### src/rtl/multicycle_ctrl_fsm_if.sv
// Unified instruction/data memory port between the multicycle control unit and memory.
// Latency: none, plain wires; an access completes in the cycle mem_ready is high with mem_req.
// Backpressure: memory stalls the controller by holding mem_ready low while mem_req is high.
// Ports: mem_req (access requested), AdrSrc (0 PC, 1 ALUOut address), MemWrite (write strobe),
//        mem_ready (memory finishes the current access this cycle).
interface multicycle_ctrl_fsm_if;
  logic mem_req;
  logic AdrSrc;
  logic MemWrite;
  logic mem_ready;

  modport master (output mem_req, output AdrSrc, output MemWrite, input mem_ready);
  modport slave  (input mem_req, input AdrSrc, input MemWrite, output mem_ready);
endinterface

### src/rtl/multicycle_ctrl_fsm.sv
// Multicycle RV32I control unit: steps FETCH/DECODE/EXECUTE/MEM/WB per opcode, emits datapath strobes.
// Latency: 3 (beq) to 5 (lw) cycles per instruction with zero memory wait, plus one cycle per wait.
// Backpressure: memory states hold while mem_ready is low; MEM_TIMEOUT waits without ready traps.
// Ports: clk/reset (sync, active-high); mem (memory handshake, master side); opcode, zero (ALU flag);
//        IRWrite, PCWrite, RegWrite, ALUSrcA, ALUSrcB, ALUOp, ResultSrc, ImmSrc (datapath controls);
//        illegal, mem_fault (sticky traps); retire (last cycle of an instruction); instret (count).
module multicycle_ctrl_fsm #(
  parameter bit ENABLE_LUI  = 1'b1,
  parameter bit ENABLE_JALR = 1'b1,
  parameter int MEM_TIMEOUT = 16,
  parameter int CNT_W       = 32
) (
  input  logic                  clk,
  input  logic                  reset,
  multicycle_ctrl_fsm_if.master mem,
  input  logic [6:0]            opcode,
  input  logic                  zero,
  output logic                  IRWrite,
  output logic                  PCWrite,
  output logic                  RegWrite,
  output logic [1:0]            ALUSrcA,
  output logic [1:0]            ALUSrcB,
  output logic [1:0]            ALUOp,
  output logic [1:0]            ResultSrc,
  output logic [2:0]            ImmSrc,
  output logic                  illegal,
  output logic                  mem_fault,
  output logic                  retire,
  output logic [CNT_W-1:0]      instret
);

  localparam logic [6:0] OP_LW   = 7'b0000011;
  localparam logic [6:0] OP_SW   = 7'b0100011;
  localparam logic [6:0] OP_R    = 7'b0110011;
  localparam logic [6:0] OP_I    = 7'b0010011;
  localparam logic [6:0] OP_BEQ  = 7'b1100011;
  localparam logic [6:0] OP_JAL  = 7'b1101111;
  localparam logic [6:0] OP_JALR = 7'b1100111;
  localparam logic [6:0] OP_LUI  = 7'b0110111;

  localparam logic [3:0] S_FETCH    = 4'd0;
  localparam logic [3:0] S_DECODE   = 4'd1;
  localparam logic [3:0] S_MEMADR   = 4'd2;
  localparam logic [3:0] S_MEMREAD  = 4'd3;
  localparam logic [3:0] S_MEMWB    = 4'd4;
  localparam logic [3:0] S_MEMWRITE = 4'd5;
  localparam logic [3:0] S_EXEC_R   = 4'd6;
  localparam logic [3:0] S_EXEC_I   = 4'd7;
  localparam logic [3:0] S_ALUWB    = 4'd8;
  localparam logic [3:0] S_BEQ      = 4'd9;
  localparam logic [3:0] S_JALR_EX  = 4'd10;
  localparam logic [3:0] S_JAL      = 4'd11;
  localparam logic [3:0] S_LUI      = 4'd12;
  localparam logic [3:0] S_TRAP     = 4'd13;

  // Wait counter only needs to reach MEM_TIMEOUT-1 before the trap fires.
  localparam int WW = (MEM_TIMEOUT > 1) ? $clog2(MEM_TIMEOUT) : 1;
  localparam logic [WW-1:0] WAIT_LAST = (MEM_TIMEOUT > 0) ? WW'(MEM_TIMEOUT - 1) : '0;

  logic [3:0]       state;
  logic [3:0]       state_nxt;
  logic [WW-1:0]    wait_cnt;
  logic [CNT_W-1:0] instret_q;
  logic             illegal_q;
  logic             fault_q;
  logic             mem_state;
  logic             timeout;

  assign mem_state = (state == S_FETCH) || (state == S_MEMREAD) || (state == S_MEMWRITE);

  // A ready in the last allowed cycle completes the access instead of trapping.
  assign timeout = mem_state && !mem.mem_ready && (MEM_TIMEOUT > 0) && (wait_cnt == WAIT_LAST);

  always_comb begin
    state_nxt = state;
    case (state)
      S_FETCH: begin
        if (mem.mem_ready)  state_nxt = S_DECODE;
        else if (timeout)   state_nxt = S_TRAP;
      end
      S_DECODE: begin
        case (opcode)
          OP_LW, OP_SW: state_nxt = S_MEMADR;
          OP_R:         state_nxt = S_EXEC_R;
          OP_I:         state_nxt = S_EXEC_I;
          OP_BEQ:       state_nxt = S_BEQ;
          OP_JAL:       state_nxt = S_JAL;
          OP_JALR:      state_nxt = ENABLE_JALR ? S_JALR_EX : S_TRAP;
          OP_LUI:       state_nxt = ENABLE_LUI ? S_LUI : S_TRAP;
          default:      state_nxt = S_TRAP;
        endcase
      end
      S_MEMADR:   state_nxt = (opcode == OP_SW) ? S_MEMWRITE : S_MEMREAD;
      S_MEMREAD: begin
        if (mem.mem_ready)  state_nxt = S_MEMWB;
        else if (timeout)   state_nxt = S_TRAP;
      end
      S_MEMWRITE: begin
        if (mem.mem_ready)  state_nxt = S_FETCH;
        else if (timeout)   state_nxt = S_TRAP;
      end
      S_MEMWB, S_ALUWB, S_BEQ:   state_nxt = S_FETCH;
      S_EXEC_R, S_EXEC_I, S_LUI: state_nxt = S_ALUWB;
      S_JALR_EX:                 state_nxt = S_JAL;
      // JAL doubles as the link step of JALR: PC <= ALUOut, then rd <= OldPC+4.
      S_JAL:                     state_nxt = S_ALUWB;
      S_TRAP:                    state_nxt = S_TRAP;
      default:                   state_nxt = S_FETCH;
    endcase
  end

  always_comb begin
    mem.mem_req  = 1'b0;
    mem.AdrSrc   = 1'b0;
    mem.MemWrite = 1'b0;
    IRWrite      = 1'b0;
    PCWrite      = 1'b0;
    RegWrite     = 1'b0;
    ALUSrcA      = 2'b00;
    ALUSrcB      = 2'b00;
    ALUOp        = 2'b00;
    ResultSrc    = 2'b00;
    retire       = 1'b0;
    case (state)
      S_FETCH: begin
        mem.mem_req = 1'b1;
        ALUSrcB     = 2'b10;
        ResultSrc   = 2'b10;
        IRWrite     = mem.mem_ready;
        PCWrite     = mem.mem_ready;
      end
      S_DECODE: begin
        ALUSrcA = 2'b01;
        ALUSrcB = 2'b01;
      end
      S_MEMADR, S_JALR_EX: begin
        ALUSrcA = 2'b10;
        ALUSrcB = 2'b01;
      end
      S_MEMREAD: begin
        mem.mem_req = 1'b1;
        mem.AdrSrc  = 1'b1;
      end
      S_MEMWB: begin
        ResultSrc = 2'b01;
        RegWrite  = 1'b1;
        retire    = 1'b1;
      end
      S_MEMWRITE: begin
        mem.mem_req  = 1'b1;
        mem.AdrSrc   = 1'b1;
        mem.MemWrite = 1'b1;
        retire       = mem.mem_ready;
      end
      S_EXEC_R: begin
        ALUSrcA = 2'b10;
        ALUOp   = 2'b10;
      end
      S_EXEC_I: begin
        ALUSrcA = 2'b10;
        ALUSrcB = 2'b01;
        ALUOp   = 2'b10;
      end
      S_LUI: begin
        ALUSrcB = 2'b01;
        ALUOp   = 2'b11;
      end
      S_ALUWB: begin
        RegWrite = 1'b1;
        retire   = 1'b1;
      end
      S_BEQ: begin
        ALUSrcA = 2'b10;
        ALUOp   = 2'b01;
        PCWrite = zero;
        retire  = 1'b1;
      end
      S_JAL: begin
        ALUSrcA = 2'b01;
        ALUSrcB = 2'b10;
        PCWrite = 1'b1;
      end
      default: ;
    endcase
    // Reset overrides the state so an aborted instruction issues nothing.
    if (reset) begin
      mem.mem_req  = 1'b0;
      mem.AdrSrc   = 1'b0;
      mem.MemWrite = 1'b0;
      IRWrite      = 1'b0;
      PCWrite      = 1'b0;
      RegWrite     = 1'b0;
      ALUSrcA      = 2'b00;
      ALUSrcB      = 2'b00;
      ALUOp        = 2'b00;
      ResultSrc    = 2'b00;
      retire       = 1'b0;
    end
  end

  always_comb begin
    ImmSrc = 3'b000;
    if (!reset) begin
      case (opcode)
        OP_SW:   ImmSrc = 3'b001;
        OP_BEQ:  ImmSrc = 3'b010;
        OP_JAL:  ImmSrc = 3'b011;
        OP_LUI:  ImmSrc = ENABLE_LUI ? 3'b100 : 3'b000;
        default: ImmSrc = 3'b000;
      endcase
    end
  end

  always_ff @(posedge clk) begin
    if (reset) begin
      state     <= S_FETCH;
      wait_cnt  <= '0;
      instret_q <= '0;
      illegal_q <= 1'b0;
      fault_q   <= 1'b0;
    end else begin
      state <= state_nxt;
      // Any state change restarts the count, which covers entry into every memory state.
      if (state_nxt != state)
        wait_cnt <= '0;
      else if (mem_state && !mem.mem_ready)
        wait_cnt <= wait_cnt + WW'(1);
      if ((state == S_DECODE) && (state_nxt == S_TRAP))
        illegal_q <= 1'b1;
      if (timeout)
        fault_q <= 1'b1;
      if (retire)
        instret_q <= instret_q + CNT_W'(1);
    end
  end

  assign illegal   = illegal_q & ~reset;
  assign mem_fault = fault_q & ~reset;
  assign instret   = reset ? '0 : instret_q;

endmodule

### src/flat_wrapper.sv
// flat-port wrapper written by rule: the top's interface ports become plain ports
module multicycle_ctrl_fsm_flat 
#(
  parameter bit ENABLE_LUI  = 1'b1,
  parameter bit ENABLE_JALR = 1'b1,
  parameter int MEM_TIMEOUT = 16,
  parameter int CNT_W       = 32
)
  (clk, reset, opcode, zero, IRWrite, PCWrite, RegWrite, ALUSrcA, ALUSrcB, ALUOp, ResultSrc, ImmSrc, illegal, mem_fault, retire, instret, mem_mem_req, mem_AdrSrc, mem_MemWrite, mem_mem_ready);
  multicycle_ctrl_fsm_if mem_i ();
  input  logic clk;
  input  logic reset;
  input  logic [6:0] opcode;
  input  logic zero;
  output logic IRWrite;
  output logic PCWrite;
  output logic RegWrite;
  output logic [1:0] ALUSrcA;
  output logic [1:0] ALUSrcB;
  output logic [1:0] ALUOp;
  output logic [1:0] ResultSrc;
  output logic [2:0] ImmSrc;
  output logic illegal;
  output logic mem_fault;
  output logic retire;
  output logic [CNT_W-1:0] instret;
  output wire logic [$bits(mem_i.mem_req)-1:0] mem_mem_req;
  output wire logic [$bits(mem_i.AdrSrc)-1:0] mem_AdrSrc;
  output wire logic [$bits(mem_i.MemWrite)-1:0] mem_MemWrite;
  input wire logic [$bits(mem_i.mem_ready)-1:0] mem_mem_ready;
  assign mem_mem_req = mem_i.mem_req;
  assign mem_AdrSrc = mem_i.AdrSrc;
  assign mem_MemWrite = mem_i.MemWrite;
  assign mem_i.mem_ready = mem_mem_ready;
  multicycle_ctrl_fsm #(.ENABLE_LUI(ENABLE_LUI), .ENABLE_JALR(ENABLE_JALR), .MEM_TIMEOUT(MEM_TIMEOUT), .CNT_W(CNT_W)) u_core (.clk(clk), .reset(reset), .mem(mem_i), .opcode(opcode), .zero(zero), .IRWrite(IRWrite), .PCWrite(PCWrite), .RegWrite(RegWrite), .ALUSrcA(ALUSrcA), .ALUSrcB(ALUSrcB), .ALUOp(ALUOp), .ResultSrc(ResultSrc), .ImmSrc(ImmSrc), .illegal(illegal), .mem_fault(mem_fault), .retire(retire), .instret(instret));
endmodule
### config.mk
export PLATFORM = sky130hd
export DESIGN_NAME = multicycle_ctrl_fsm_flat
export DESIGN_NICKNAME = d
export VERILOG_FILES = /design/src/rtl/multicycle_ctrl_fsm_if.sv /design/src/rtl/multicycle_ctrl_fsm.sv /design/src/flat_wrapper.sv
export SDC_FILE = /design/constraint.sdc
export NUM_CORES = 1
export LEC_CHECK = 0
export ABC_AREA = 1
export CAP_MARGIN = 20
export CORE_MARGIN = 5
export CORE_UTILIZATION = 50
export DETAILED_ROUTE_END_ITERATION = 7
export PLACE_DENSITY_LB_ADDON = 0.2
export SLEW_MARGIN = 30
export SYNTH_ARGS = -nofsm -noshare
export SYNTH_HDL_FRONTEND = slang
export SYNTH_SLANG_ARGS = --single-unit
### constraint.sdc
create_clock -name clk -period 3.2 [get_ports clk]
set_input_delay 0.64 -clock clk [delete_from_list [all_inputs] [get_ports clk]]
set_output_delay 0.64 -clock clk [all_outputs]
set_load 0.1 [all_outputs]
==> results.yml <==
run_status:
  status: "finished, final reports clean"
placed_design:
  gp_congestion: 0.933
  io_buffer_count: 62
  place_ws_ps: 459
  post-dp-hpwl_um: 6340
route:
  vias: 3244
  dr.pass1.iters: 5
  drc_errors: 0
  wire_per_inst_um: 12.8
  ant_nets: 0
  drt-initial-drc-count: 216
  vias_per_cell: 5.22
  wl_um: 7980
floorplan:
  io_pins: 63
  dieArea_sq_mm: 0.00743
  die_height_um: 86.2
  initial_core_util_pct: 52.1
  die_x_um: 86.2
  rows: 27
  core_area_sq_mm: 0.00557
grt:
  grt_max_degree: 35
  grt_pass1_wl_um: 13600
  grt_pass1_vias: 2958
  antenna_found_initial: 0
  grt-ovfl-total: 0
  grtUsageTotal_pct: 22.0
min_path:
  hold_depth: 2
  min-delay-start: "u_core.fault_q"
  hold_path_class: "reg -> reg"
  min_to: "u_core.fault_q"
critical_path:
  crit_path_end_kind: "output port"
  crit_fanout: 5
  start_kind: "primary input"
  crit_arrival_ps: 2090
  worst_r2r_startpoint: "u_core.state[3]"
  crit_required_ps: 2560
  regToRegSetupSlack_ps: 1200
  crit_type: "in -> out"
  reg2reg_depth: 12
  r2r_end: "u_core.instret_q[17]"
timing:
  whs_ps: 470
  finalSetupViolations: 0
  slew_headroom_pct: 73.9
  finalSetupTns_ps: 0
  finalHoldViolations: 0
  setup_ws_ps: 471
  fmax_ghz: 0.366
  period_minus_slack_ps: 2730
  rsz0062_at_grt: "no"
  fin_crit_sh_pct: 85.3
  worstMarginPinSlew_ps: 391
  maxSlewViolCount: 0
  skew_ps: 12.2
synthesis:
  synth_area_leader_cell: "dfxtp_1"
  yosys-top-cells-area: "dfxtp_1, nand2_1, nor2_1, inv_1, a21oi_1"
  synthesis.area_sq_mm: 0.00290
  yosysSeqAreaShare_pct: 29.0
  ys_types: 34
  syn_inst: 486
  yosysWarnings: 0
  synth_top_area_share_pct: 29.0
  synth_fp_nets: 499
  synth-seq-cells: 42
  postSynthAreaPerCell_sq_um: 5.97
cts:
  cts_buffers: 5
  path_clk_slew_ps: 80
  clkLatencyLatePin_ps: 300
  cts_tree: "yes"
  cts_buffer_depth: 2
  numClockSinks: 42
  cts-resized-gates: 0
  root_buffer: "clkbuf_8"
  htree_levels: 2
  hold_buffers: 0
  post_cts_buffers: 0
finish:
  diodes: 0
  nNetsFinal: 562
  layout-drive-gt1-share_pct: 16.2
  synthToLayoutAreaGrowth_pct: 28.3
run:
  cap_viol_max_count: 0
power_and_ir_drop:
  vdd_drop_max_v: 0.000292
  p_per_area_mw_per_mm2: 456
  p_leak_nw: 1.55
critical path, stage by stage:
cell,delay [ps]
clkdlybuf4s50_1,460
nand2_1,70
inv_1,100
nand3_1,170
nor2_1,210
inv_1,70
a21oi_2,170
buf_12,190
final cells by class:
type,count,area [sq um]
Clock buffer,6,72.6
Clock inverter,1,7.51
Timing Repair Buffer,65,683
Inverter,79,297
Fill cell,513,1850
Sequential cell,42,841
Multi-Input combinational cell,356,1730
Tap cell,72,90.1
power by group:
group / leakage, nW / switching, mW / internal, mW
clock network: 0.0373 / 0.182 / 0.150
registers: 0.339 / 0.0289 / 0.546
logic: 1.17 / 0.590 / 0.201
total: 1.55 / 0.801 / 0.897
per-layer routing:
layer	track usage, %	wire length [um]
met1	32.1	3800
met2	33.8	3470
met3	4.37	639
met4	4.53	71
met5	0	0
worst max path at each step:
stage	from	to	slack, ps	depth (start not counted)
after floorplan	reset	ALUSrcA[1]	-30	3
after global placement	mem_mem_ready	PCWrite	540	6
after detailed placement	opcode[0]	ImmSrc[0]	460	8
after CTS	opcode[0]	ImmSrc[0]	460	8
after global routing	opcode[3]	ImmSrc[0]	370	7
final	opcode[0]	ImmSrc[0]	470	8
per-stage QoR:
stage / power, mW / instance area (sq um) / utilization (%) / cells
global placement: 1.37 / 3640 / 65.4 / 614
finish: 1.70 / 3720 / 66.8 / 621
detailed placement: 1.37 / 3640 / 65.4 / 614
CTS: 1.70 / 3720 / 66.8 / 621
floorplan: 1.18 / 2910 / - / 486
global route: 1.78 / 3720 / 66.8 / 621
cell usage in the layout (no fill, tap or decap), types with 2 or more instances in the layout:
master	count
a21oi_1	33
a31oi_1	7
buf_12	14
buf_4	41
clkbuf_8	5
clkdlybuf4s50_1	9
dfxtp_1	42
ha_1	2
inv_1	73
inv_2	5
nand2_1	110
nand2_4	2
nand3_1	25
nand3_2	2
nand3_4	2
nand4_1	10
nor2_1	99
nor2_2	4
nor2_4	3
nor3_1	15
nor3_2	4
nor4_1	2
o21a_1	6
o21ai_0	13
xor2_1	7
Yosys cell counts (all sizes together):
| cell | count |
|---|---|
| nor3b | 1 |
| nor4 | 2 |
| mux2i | 1 |
| o21a | 6 |
| a31oi | 7 |
| nand3 | 29 |
| xor2 | 7 |
| o21ai | 15 |
| ha | 2 |
| nor3 | 20 |
| inv | 78 |
| clkinv | 1 |
| buf | 2 |
| clkbuf | 7 |
| nor2 | 106 |
| xnor2 | 1 |
| dfxtp | 42 |
| a41oi | 1 |
| o22ai | 1 |
| a21oi | 34 |
| nand2 | 113 |
| nand4 | 10 |
registers in the layout, indices dropped and copies added, names as in the netlist:
register          flops
u_core.wait_cnt       4
u_core.fault_q        1
u_core.instret_q     32
u_core.illegal_q      1
u_core.state          4
logic make-up after synthesis:
group	count (synthesis)	synth area share [%]
and+or+nand+nor	281	43.6
AOI/OAI and AO/OA	64	12.2
xor gates and xnor gates	8	2.41
adders and majority gates	2	0.862
DFF	42	29.0
buffers and inverters	88	11.6
muxes	1	0.345
Power figures use the tool's default switching activity.
